### config.mk
export PLATFORM = sky130hd
export DESIGN_NAME = alu_cmd_sequencer
export DESIGN_NICKNAME = d
export VERILOG_FILES = /design/src/rtl/alu_pkg.sv /design/src/rtl/alu_cmd_fifo.sv /design/src/rtl/alu_cmd_sequencer.sv
export SDC_FILE = /design/constraint.sdc
export NUM_CORES = 1
export LEC_CHECK = 0
export BUFFER_PORTS_ARGS = -buffer_cell sky130_fd_sc_hd__clkbuf_2
export CAP_MARGIN = 20
export CELL_PAD_IN_SITES_DETAIL_PLACEMENT = 1
export CELL_PAD_IN_SITES_GLOBAL_PLACEMENT = 2
export CORE_MARGIN = 2
export CORE_UTILIZATION = 39
export CTS_CLUSTER_SIZE = 28
export DETAILED_ROUTE_END_ITERATION = 8
export MAX_ROUTING_LAYER = met4
export PLACE_DENSITY = 0.82
export SLEW_MARGIN = 15
export SYNTH_ARGS = -nofsm -noshare
export SYNTH_HDL_FRONTEND = slang
export SYNTH_SLANG_ARGS = --single-unit
### constraint.sdc
create_clock -name clk -period 2.3 [get_ports clk]
set_input_delay 0.345 -clock clk [delete_from_list [all_inputs] [get_ports clk]]
set_output_delay 0.345 -clock clk [all_outputs]
set_load 0.02 [all_outputs]
### src/rtl/alu_pkg.sv
// rtl/alu_pkg.sv - shared opcodes, sequencer states and command record sizing
package alu_pkg;

  localparam int OP_W = 3;

  typedef enum logic [OP_W-1:0] {
    OP_INC    = 3'b000,
    OP_DEC    = 3'b001,
    OP_INV    = 3'b010,
    OP_REDAND = 3'b011,
    OP_REDOR  = 3'b100,
    OP_TEMP0  = 3'b101,
    OP_TEMP1  = 3'b110,
    OP_NOP    = 3'b111
  } alu_op_e;

  typedef enum logic [1:0] {
    ST_IDLE  = 2'd0,
    ST_ISSUE = 2'd1,
    ST_HOLD  = 2'd2
  } seq_state_e;

  // A queued command is {opcode, operand A, operand B}, opcode in the top bits.
  function automatic int cmd_rec_w(input int data_w);
    return OP_W + 2 * data_w;
  endfunction

endpackage

### src/rtl/alu_cmd_fifo.sv
// rtl/alu_cmd_fifo.sv - synchronous command FIFO with occupancy count
module alu_cmd_fifo
  import alu_pkg::*;
#(
  parameter int WIDTH = 35,
  parameter int DEPTH = 4
) (
  input  logic                       clk,
  input  logic                       rst_n,
  input  logic                       push,
  input  logic [WIDTH-1:0]           push_data,
  input  logic                       pop,
  output logic [WIDTH-1:0]           pop_data,
  output logic                       full,
  output logic                       empty,
  output logic [$clog2(DEPTH):0]     count
);

  localparam int PTR_W = $clog2(DEPTH);
  localparam int CNT_W = PTR_W + 1;

  logic [WIDTH-1:0] mem [DEPTH];
  logic [PTR_W-1:0] wr_ptr;
  logic [PTR_W-1:0] rd_ptr;
  logic [CNT_W-1:0] count_q;
  logic             do_push;
  logic             do_pop;

  // Overflow and underflow requests are dropped here so the pointers can never cross.
  assign do_push  = push && !full;
  assign do_pop   = pop && !empty;
  assign full     = (count_q == CNT_W'(DEPTH));
  assign empty    = (count_q == '0);
  assign count    = count_q;
  assign pop_data = mem[rd_ptr];

  // Storage array; contents are don't-care until written, so no reset.
  always_ff @(posedge clk) begin
    if (do_push) begin
      mem[wr_ptr] <= push_data;
    end
  end

  // Pointers wrap naturally at the power-of-two depth; count tracks occupancy.
  always_ff @(posedge clk or negedge rst_n) begin
    if (!rst_n) begin
      wr_ptr  <= '0;
      rd_ptr  <= '0;
      count_q <= '0;
    end else begin
      if (do_push) begin
        wr_ptr <= wr_ptr + PTR_W'(1);
      end
      if (do_pop) begin
        rd_ptr <= rd_ptr + PTR_W'(1);
      end
      case ({do_push, do_pop})
        2'b10:   count_q <= count_q + CNT_W'(1);
        2'b01:   count_q <= count_q - CNT_W'(1);
        default: count_q <= count_q;
      endcase
    end
  end

endmodule

### src/rtl/alu_cmd_sequencer.sv
// rtl/alu_cmd_sequencer.sv - queues ALU commands, issues one at a time, holds results
module alu_cmd_sequencer
  import alu_pkg::*;
#(
  parameter int DATA_W = 16,
  parameter int DEPTH  = 4
) (
  input  logic              clk,
  input  logic              rst_n,
  input  logic              cmd_valid,
  output logic              cmd_ready,
  input  logic [2:0]        cmd_op,
  input  logic [DATA_W-1:0] cmd_a,
  input  logic [DATA_W-1:0] cmd_b,
  output logic [DATA_W-1:0] alu_in0,
  output logic [DATA_W-1:0] alu_in1,
  output logic [2:0]        alu_cmd,
  input  logic [DATA_W-1:0] alu_out,
  output logic              res_valid,
  input  logic              res_ready,
  output logic [DATA_W-1:0] res_data,
  output logic [2:0]        res_op,
  output logic              res_zero
);

  localparam int REC_W = cmd_rec_w(DATA_W);
  localparam int CNT_W = $clog2(DEPTH) + 1;
  localparam logic [CNT_W-1:0] CNT_FULL = CNT_W'(DEPTH);

  seq_state_e       state_q;
  seq_state_e       state_d;
  logic [REC_W-1:0] push_rec;
  logic [REC_W-1:0] head_rec;
  logic             fifo_push;
  logic             fifo_pop;
  logic             fifo_full;
  logic             fifo_empty;
  logic [CNT_W-1:0] fifo_count;
  logic             capture;
  logic             release_res;

  // Ready depends only on the registered count, so a same-cycle pop never admits a push when full.
  assign cmd_ready = (fifo_count != CNT_FULL);
  assign fifo_push = cmd_valid && !fifo_full;
  assign push_rec  = {cmd_op, cmd_a, cmd_b};

  alu_cmd_fifo #(
    .WIDTH (REC_W),
    .DEPTH (DEPTH)
  ) u_fifo (
    .clk       (clk),
    .rst_n     (rst_n),
    .push      (fifo_push),
    .push_data (push_rec),
    .pop       (fifo_pop),
    .pop_data  (head_rec),
    .full      (fifo_full),
    .empty     (fifo_empty),
    .count     (fifo_count)
  );

  // Sequencer state register.
  always_ff @(posedge clk or negedge rst_n) begin
    if (!rst_n) begin
      state_q <= ST_IDLE;
    end else begin
      state_q <= state_d;
    end
  end

  // Next state plus pop/capture/release strobes; a released result may pop the next command at once.
  always_comb begin
    state_d     = state_q;
    fifo_pop    = 1'b0;
    capture     = 1'b0;
    release_res = 1'b0;
    case (state_q)
      ST_IDLE: begin
        if (!fifo_empty) begin
          fifo_pop = 1'b1;
          state_d  = ST_ISSUE;
        end
      end
      ST_ISSUE: begin
        capture = 1'b1;
        state_d = ST_HOLD;
      end
      ST_HOLD: begin
        if (res_valid && res_ready) begin
          release_res = 1'b1;
          if (!fifo_empty) begin
            fifo_pop = 1'b1;
            state_d  = ST_ISSUE;
          end else begin
            state_d = ST_IDLE;
          end
        end
      end
      default: begin
        state_d = ST_IDLE;
      end
    endcase
  end

  // ALU operand/opcode registers; they keep the last issued command between pops.
  always_ff @(posedge clk or negedge rst_n) begin
    if (!rst_n) begin
      alu_in0 <= '0;
      alu_in1 <= '0;
      alu_cmd <= OP_NOP;
    end else if (fifo_pop) begin
      alu_cmd <= head_rec[REC_W-1 -: OP_W];
      alu_in0 <= head_rec[2*DATA_W-1 -: DATA_W];
      alu_in1 <= head_rec[DATA_W-1:0];
    end
  end

  // Result registers: loaded one cycle after issue, frozen until the downstream handshake.
  always_ff @(posedge clk or negedge rst_n) begin
    if (!rst_n) begin
      res_valid <= 1'b0;
      res_data  <= '0;
      res_op    <= OP_NOP;
      res_zero  <= 1'b0;
    end else if (capture) begin
      res_valid <= 1'b1;
      res_data  <= alu_out;
      res_op    <= alu_cmd;
      res_zero  <= (alu_out == '0);
    end else if (release_res) begin
      res_valid <= 1'b0;
    end
  end

endmodule
==> results.json, run 1 <==
{
  "antenna_found_initial": 0,
  "wl_mm": 15.1,
  "grt_pass1_vias": 4197,
  "yosysMostFrequentCell": "edfxtp_1",
  "critPathTopFamily": "simple AND/OR/NAND/NOR gates",
  "hp-start": "cmd_a[12]",
  "critical_path_class": "reg2reg",
  "seqCellArea_um2": 5840,
  "vias": 3759,
  "start_util_pct": 39.7,
  "arrival_ps": 2590,
  "antenna_cells": 0,
  "antenna_left": 0,
  "cp_cell_sequence": "or3b_4, and2_4, inv_1, ha_2, inv_1, fa_1, xor2_1, nor2_1, xor2_1",
  "dp_hpwl_mm": 9.51,
  "die_area_um2": 21000,
  "synth_area_leaders": "edfxtp_1 (54%), dfrtp_1 (19%), mux4_2 (8.2%)",
  "syn_inst": 353,
  "cp_max_fo": 3,
  "placed_cells": 722,
  "rows": 51,
  "ys_seq_area_share_pct": 75.5,
  "p_per_area_nw_per_um2": 1440,
  "post_drt_wl_per_cell_um": 19.7,
  "multiInputGateArea_um2": 1770,
  "overflow": 0,
  "die_x_um": 145,
  "h-tree-depth": 1,
  "netlist_area_um2": 7730,
  "cts_tree": "yes",
  "slew_violations": 0,
  "grt_max_degree": 56,
  "globalRouteTotalUtil_pct": 15.0,
  "ys_types": 33,
  "worst_pin_slew_ps": 984,
  "synth_area_leader_cell": "edfxtp_1",
  "synthTopCellsByCount": "edfxtp_1 (140), dfrtp_1 (59), mux2_2 (53), mux4_2 (28)",
  "synth.avg_cell_area_um2": 21.9,
  "core_um2": 19500,
  "gp_congestion": 0.688,
  "drive_above_1_share_pct": 49.9,
  "dr.pass1.iters": 4,
  "tns_ps": 0,
  "critPathSlowestCell": "or3b_4",
  "cts_buffers": 22,
  "cpPeakStageDelay_ps": 420,
  "synth_nets": 414,
  "grt_pass1_wl_mm": 23.1,
  "max_freq_mhz": 459,
  "io_buffers": 111,
  "yosys.area.top_type_share_pct": 54.4,
  "vias_per_cell": 4.91,
  "root_buffer": "clkbuf_16",
  "cts_sinks": 205,
  "die_h_um": 145,
  "crit_path_start": "u_fifo.count[0]$_DFFE_PN0P_",
  "synth-main-ff-cell": "edfxtp_1",
  "worstPathRequired_ps": 2710,
  "utilization_pct": 47.8,
  "clock_path_buffers": 3,
  "irDropWorstVdd_uv": 698,
  "slew_headroom_pct": 34.4,
  "synth_edf_count": 140,
  "path_buf_inv": 2,
  "cp-start-kind": "register",
  "layout.cells.non_filler": 766,
  "outcome": "complete, no violations",
  "worstSetupEndpointType": "register",
  "async_reset_ff_share_pct": 31.7,
  "clk_pin_slew_ps": 60,
  "finalSetupViolCount": 0,
  "finClkSkew_ps": 6.01,
  "yosys_warnings": 0,
  "drt_iter0_markers": 140,
  "r2r-start": "u_fifo.count[0]$_DFFE_PN0P_",
  "area_growth_pct": 20.4,
  "ioPinCount": 112,
  "leakagePower_uw": 0.00353,
  "post-route-period-util_pct": 94.8,
  "drc": 0,
  "final-hold-violation-count": 0,
  "num-fill-cells": 1845,
  "fin_crit_ps": 2180,
  "ys_ff_latch": 205,
  "drv_cap": 0,
  "final_nets": 546,
  "rsz0062_at_grt": "no",
  "hold_path_class": "in2reg",
  "clock_latency_ps": 490
}
## where the power goes
group | total (µW) | switching (µW) | internal (µW)
Sequential | 5710 | 527 | 5180
Clock | 3220 | 1320 | 1900
Combinational | 4490 | 2340 | 2150
## sequential cells by signal (all words and copies together), names as in the netlist
name,count
res_data,16
u_fifo.rd_ptr,2
alu_in1,16
u_fifo.wr_ptr,2
alu_in0,16
res_zero,1
res_op,3
u_fifo.mem,140
state_q,2
u_fifo.count,3
res_valid,1
alu_cmd,3
## routing by layer
metal	track usage, %	vias up	wire, µm
li1	-	1663	-
met1	18.4	1961	6310
met2	26.0	108	7640
met3	2.90	27	835
met4	3.58	0	319
met5	-	-	0
## worst reg2reg max path: cells and delay by family, from the launching register on
family,cells,cell delay (ps)
xor+xnor,2,300
buf+inv,2,120
fa+ha+maj,2,550
simple gates,3,740
flops,1,400
## final cells by class
class,count,area share (%)
Multi-Input combinational cell,127,19.0
Inverter,7,0.282
Timing Repair Buffer,122,7.31
Clock buffer,35,6.88
Clock inverter,5,0.242
Tap cell,265,3.56
Sequential cell,205,62.7
## cells in the final DEF, fill, tap and decap left out, types with 2 or more instances in the layout
master,instances
mux4_2,28
clkbuf_16,23
buf_4,8
clkinv_1,2
clkbuf_2,110
xnor2_1,2
dfrtp_1,57
edfxtp_1,140
and3_2,4
buf_12,3
nand2_1,3
xor2_1,4
dfrtp_2,2
ha_1,4
mux2_2,53
mux2_4,2
inv_1,7
clkbuf_1,10
nor4_1,4
dfstp_2,6
mux4_1,7
clkinv_2,3
clkbuf_8,2
## path summary, 6_finish.rpt
check	to	slack [ps]	cells past startpoint
min in group asynchronous	alu_in1[1]$_DFFE_PN0N_	470	2
max in group asynchronous	alu_in1[11]$_DFFE_PN0N_	1130	3
worst min-delay path	u_fifo.mem[2][28]$_DFFE_PP_	70	1
worst min register to register	res_zero$_DFFE_PN0P_	500	2
worst max register to register	u_fifo.count[2]$_DFFE_PN0P_	120	9
worst max-delay path	u_fifo.count[2]$_DFFE_PN0P_	120	9
## what timing repair did
item | in CTS | in global routing
hold buffers | 1 | 0
resized for setup | 0 | 2
setup endpoints to repair | 0 | 1
hold endpoints to repair | 48 | 0
setup buffers | 0 | 3
## metrics by stage
stage | worst slack (ps) | cell area, µm² | hold WS, ps | total power [µW]
after floorplan | 58.6 | 7730 | 49.4 | 8930
after global placement | 137 | 8610 | 455 | 10100
after detailed placement | 69.8 | 8610 | 463 | 10400
after CTS | 43.5 | 9280 | 53.1 | 13600
after global routing | 2.60 | 9310 | 58.7 | 14100
final | 121 | 9310 | 69.8 | 13400
## logic make-up after synthesis
logic type / after synthesis / share of synthesized area, %
muxes: 91 / 18.8
DFF: 205 / 75.5
and+or+nand+nor: 21 / 1.83
adders and majority gates: 6 / 1.07
buffers and inverters: 21 / 1.75
AOI/OAI and AO/OA: 3 / 0.388
xor gates and xnor gates: 6 / 0.680
No activity file was read; power rests on OpenSTA's default activity.
==> run 2, diff against run 1 <==
--- a/config.mk
+++ b/config.mk
@@ -10,11 +10,12 @@
 export CELL_PAD_IN_SITES_DETAIL_PLACEMENT = 1
 export CELL_PAD_IN_SITES_GLOBAL_PLACEMENT = 2
 export CORE_MARGIN = 2
-export CORE_UTILIZATION = 39
+export CORE_UTILIZATION = 41
+export CTS_BUF_LIST = sky130_fd_sc_hd__clkbuf_4 sky130_fd_sc_hd__clkbuf_8
 export CTS_CLUSTER_SIZE = 28
 export DETAILED_ROUTE_END_ITERATION = 8
 export MAX_ROUTING_LAYER = met4
-export PLACE_DENSITY = 0.82
+export PLACE_DENSITY = 0.85
 export SLEW_MARGIN = 15
 export SYNTH_ARGS = -nofsm -noshare
 export SYNTH_HDL_FRONTEND = slang
==> run 2 against run 1 <==
  * Utilization increased by 2.2 points
  * Wire length increased by 1.8%
  * Critical endpoint unchanged
  * Register-to-register slack improved by 30 ps
  * Worst setup slack improved by 35 ps
  * Critical path type unchanged
  * Clock skew increased by 22 ps
  * Critical path depth unchanged
  * Non-clock buffer count decreased by 1
  * Fmax increased by 1.6%
==> results.json, run 2 (synthesis results as in run 1) <==
{
  "leakagePower_uw": 0.00358,
  "tns_ps": 0,
  "post-route-period-util_pct": 93.2,
  "cts_buffers": 35,
  "dp_hpwl_mm": 9.36,
  "max_freq_mhz": 466,
  "antenna_left": 0,
  "cp_max_fo": 4,
  "worst_pin_slew_ps": 1010,
  "die_x_um": 141,
  "r2r_end": "u_fifo.count[2]$_DFFE_PN0P_",
  "root_buffer": "clkbuf_8",
  "grt_pass1_wl_mm": 24.3,
  "critical_path_class": "reg2reg",
  "cts_sinks": 205,
  "regMostFlops": "u_fifo.mem",
  "final_cell_mix": "edfxtp_1 (140), clkbuf_2 (110), dfrtp_1 (57)",
  "rows": 50,
  "min_to": "u_fifo.mem[3][31]$_DFFE_PP_",
  "utilization_pct": 50.0,
  "irDropWorstVdd_uv": 627,
  "r2r_slack_ps": 160,
  "h-tree-depth": 2,
  "overflow": 0,
  "placed_cells": 693,
  "final_nets": 558,
  "clk_pin_slew_ps": 60,
  "vias_per_cell": 5.08,
  "worst_slack_ps": 155,
  "worstSetupEndpointType": "register",
  "area_growth_pct": 20.2,
  "outcome": "complete, no violations",
  "cts_tree": "yes",
  "io_buffers": 111,
  "finClkSkew_ps": 28.0,
  "drt_iter0_markers": 132,
  "grt_pass1_vias": 4356,
  "rsz0062_at_grt": "no",
  "final-hold-violation-count": 0,
  "globalRouteTotalUtil_pct": 16.6,
  "ioPinCount": 112,
  "slew_violations": 0,
  "holdPathStages": 1,
  "post_cts_buffers": 0,
  "layout.cells.non_filler": 758,
  "grt_max_degree": 56,
  "slew_headroom_pct": 32.4,
  "antenna_cells": 0,
  "clock_path_buffers": 3,
  "arrival_ps": 2580,
  "largest_reg_flops": 140,
  "vias": 3851,
  "drc": 0,
  "worstPathRequired_ps": 2740,
  "hold_path_class": "in2reg",
  "core_um2": 18600,
  "p_per_area_nw_per_um2": 1450,
  "drv_cap": 0,
  "gp_congestion": 0.748,
  "r2r-start": "u_fifo.count[0]$_DFFE_PN0P_",
  "place_ws_ps": 135,
  "wl_mm": 15.4,
  "fin_crit_ps": 2140,
  "dr.pass1.iters": 4,
  "post_drt_wl_per_cell_um": 20.3,
  "reg2regPathDepth": 9,
  "layout_commonest_cell": "edfxtp_1",
  "clock_latency_ps": 520,
  "drive_above_1_share_pct": 53.1,
  "finalSetupViolCount": 0,
  "die_area_um2": 20000,
  "cp-start-kind": "register",
  "hp-start": "cmd_a[15]",
  "start_util_pct": 41.6,
  "antenna_found_initial": 0,
  "die_h_um": 141
}
run 2: stage by stage:
stage / instance area, µm² / total power, µW / hold WS, ps
2_1_floorplan: 7730 / 8930 / 49.4
3_3_place_gp: 8550 / 10000 / 462
3_5_place_dp: 8550 / 10300 / 486
4_1_cts: 9300 / 13700 / 20.5
5_1_grt: 9300 / 14300 / 29.4
6_report: 9300 / 13400 / 49.2
run 2: critical path, cell delays in order (launching register included):
cell and delay (ps):
dfrtp_1 420, or3b_1 400, and2_4 200, inv_1 50, ha_1 160, inv_1 60, fa_1 370, xor2_1 150
nor2_1 120, xor2_1 150
run 2: power by group:
part	total [µW]	leakage, µW	internal, µW	switching [µW]
clock	3350	0.000389	1950	1400
sequential	5640	0.00203	5180	458
combinational	4460	0.00116	2050	2410
total	13400	0.00358	9190	4260
run 2: area by class of cell:
class | instances | area, µm²
fill | 1720 | 9290
sequential | 205 | 5840
multi-input combinational | 127 | 1760
clock buffer | 54 | 662
timing repair buffer | 121 | 636
tap | 234 | 293
clock inverter | 10 | 75.1
inverter | 7 | 26.3
run 2: worst max-delay path by stage:
stage | start | end | slack [ps]
6_report | u_fifo.count[0]$_DFFE_PN0P_ | u_fifo.count[2]$_DFFE_PN0P_ | 160
5_1_grt | u_fifo.count[0]$_DFFE_PN0P_ | u_fifo.count[2]$_DFFE_PN0P_ | 40
4_1_cts | u_fifo.count[0]$_DFFE_PN0P_ | u_fifo.count[2]$_DFFE_PN0P_ | 120
3_5_place_dp | u_fifo.count[0]$_DFFE_PN0P_ | u_fifo.count[2]$_DFFE_PN0P_ | 130
3_3_place_gp | u_fifo.count[0]$_DFFE_PN0P_ | u_fifo.count[2]$_DFFE_PN0P_ | 190
2_1_floorplan | res_valid$_DFFE_PN0P_ | u_fifo.count[2]$_DFFE_PN0P_ | 60
run 2: repair_timing:
item                                   4_1_cts  5_1_grt
endpoints found under the hold margin       47        0
hold buffers                                 1        0
gates resized for setup                      0        0
run 2: per-layer routing:
layer  routed length [µm]  track usage (%)  part of all wire [%]  vias to the layer above
met1                 6550             20.6                    43                     2014
met3                  770             3.75                   5.0                       24
li1                     -                -                     -                     1703
met4                  299             5.79                   1.9                        0
met2                 7760             27.1                    50                      110
met5                    0                -                     0                        -
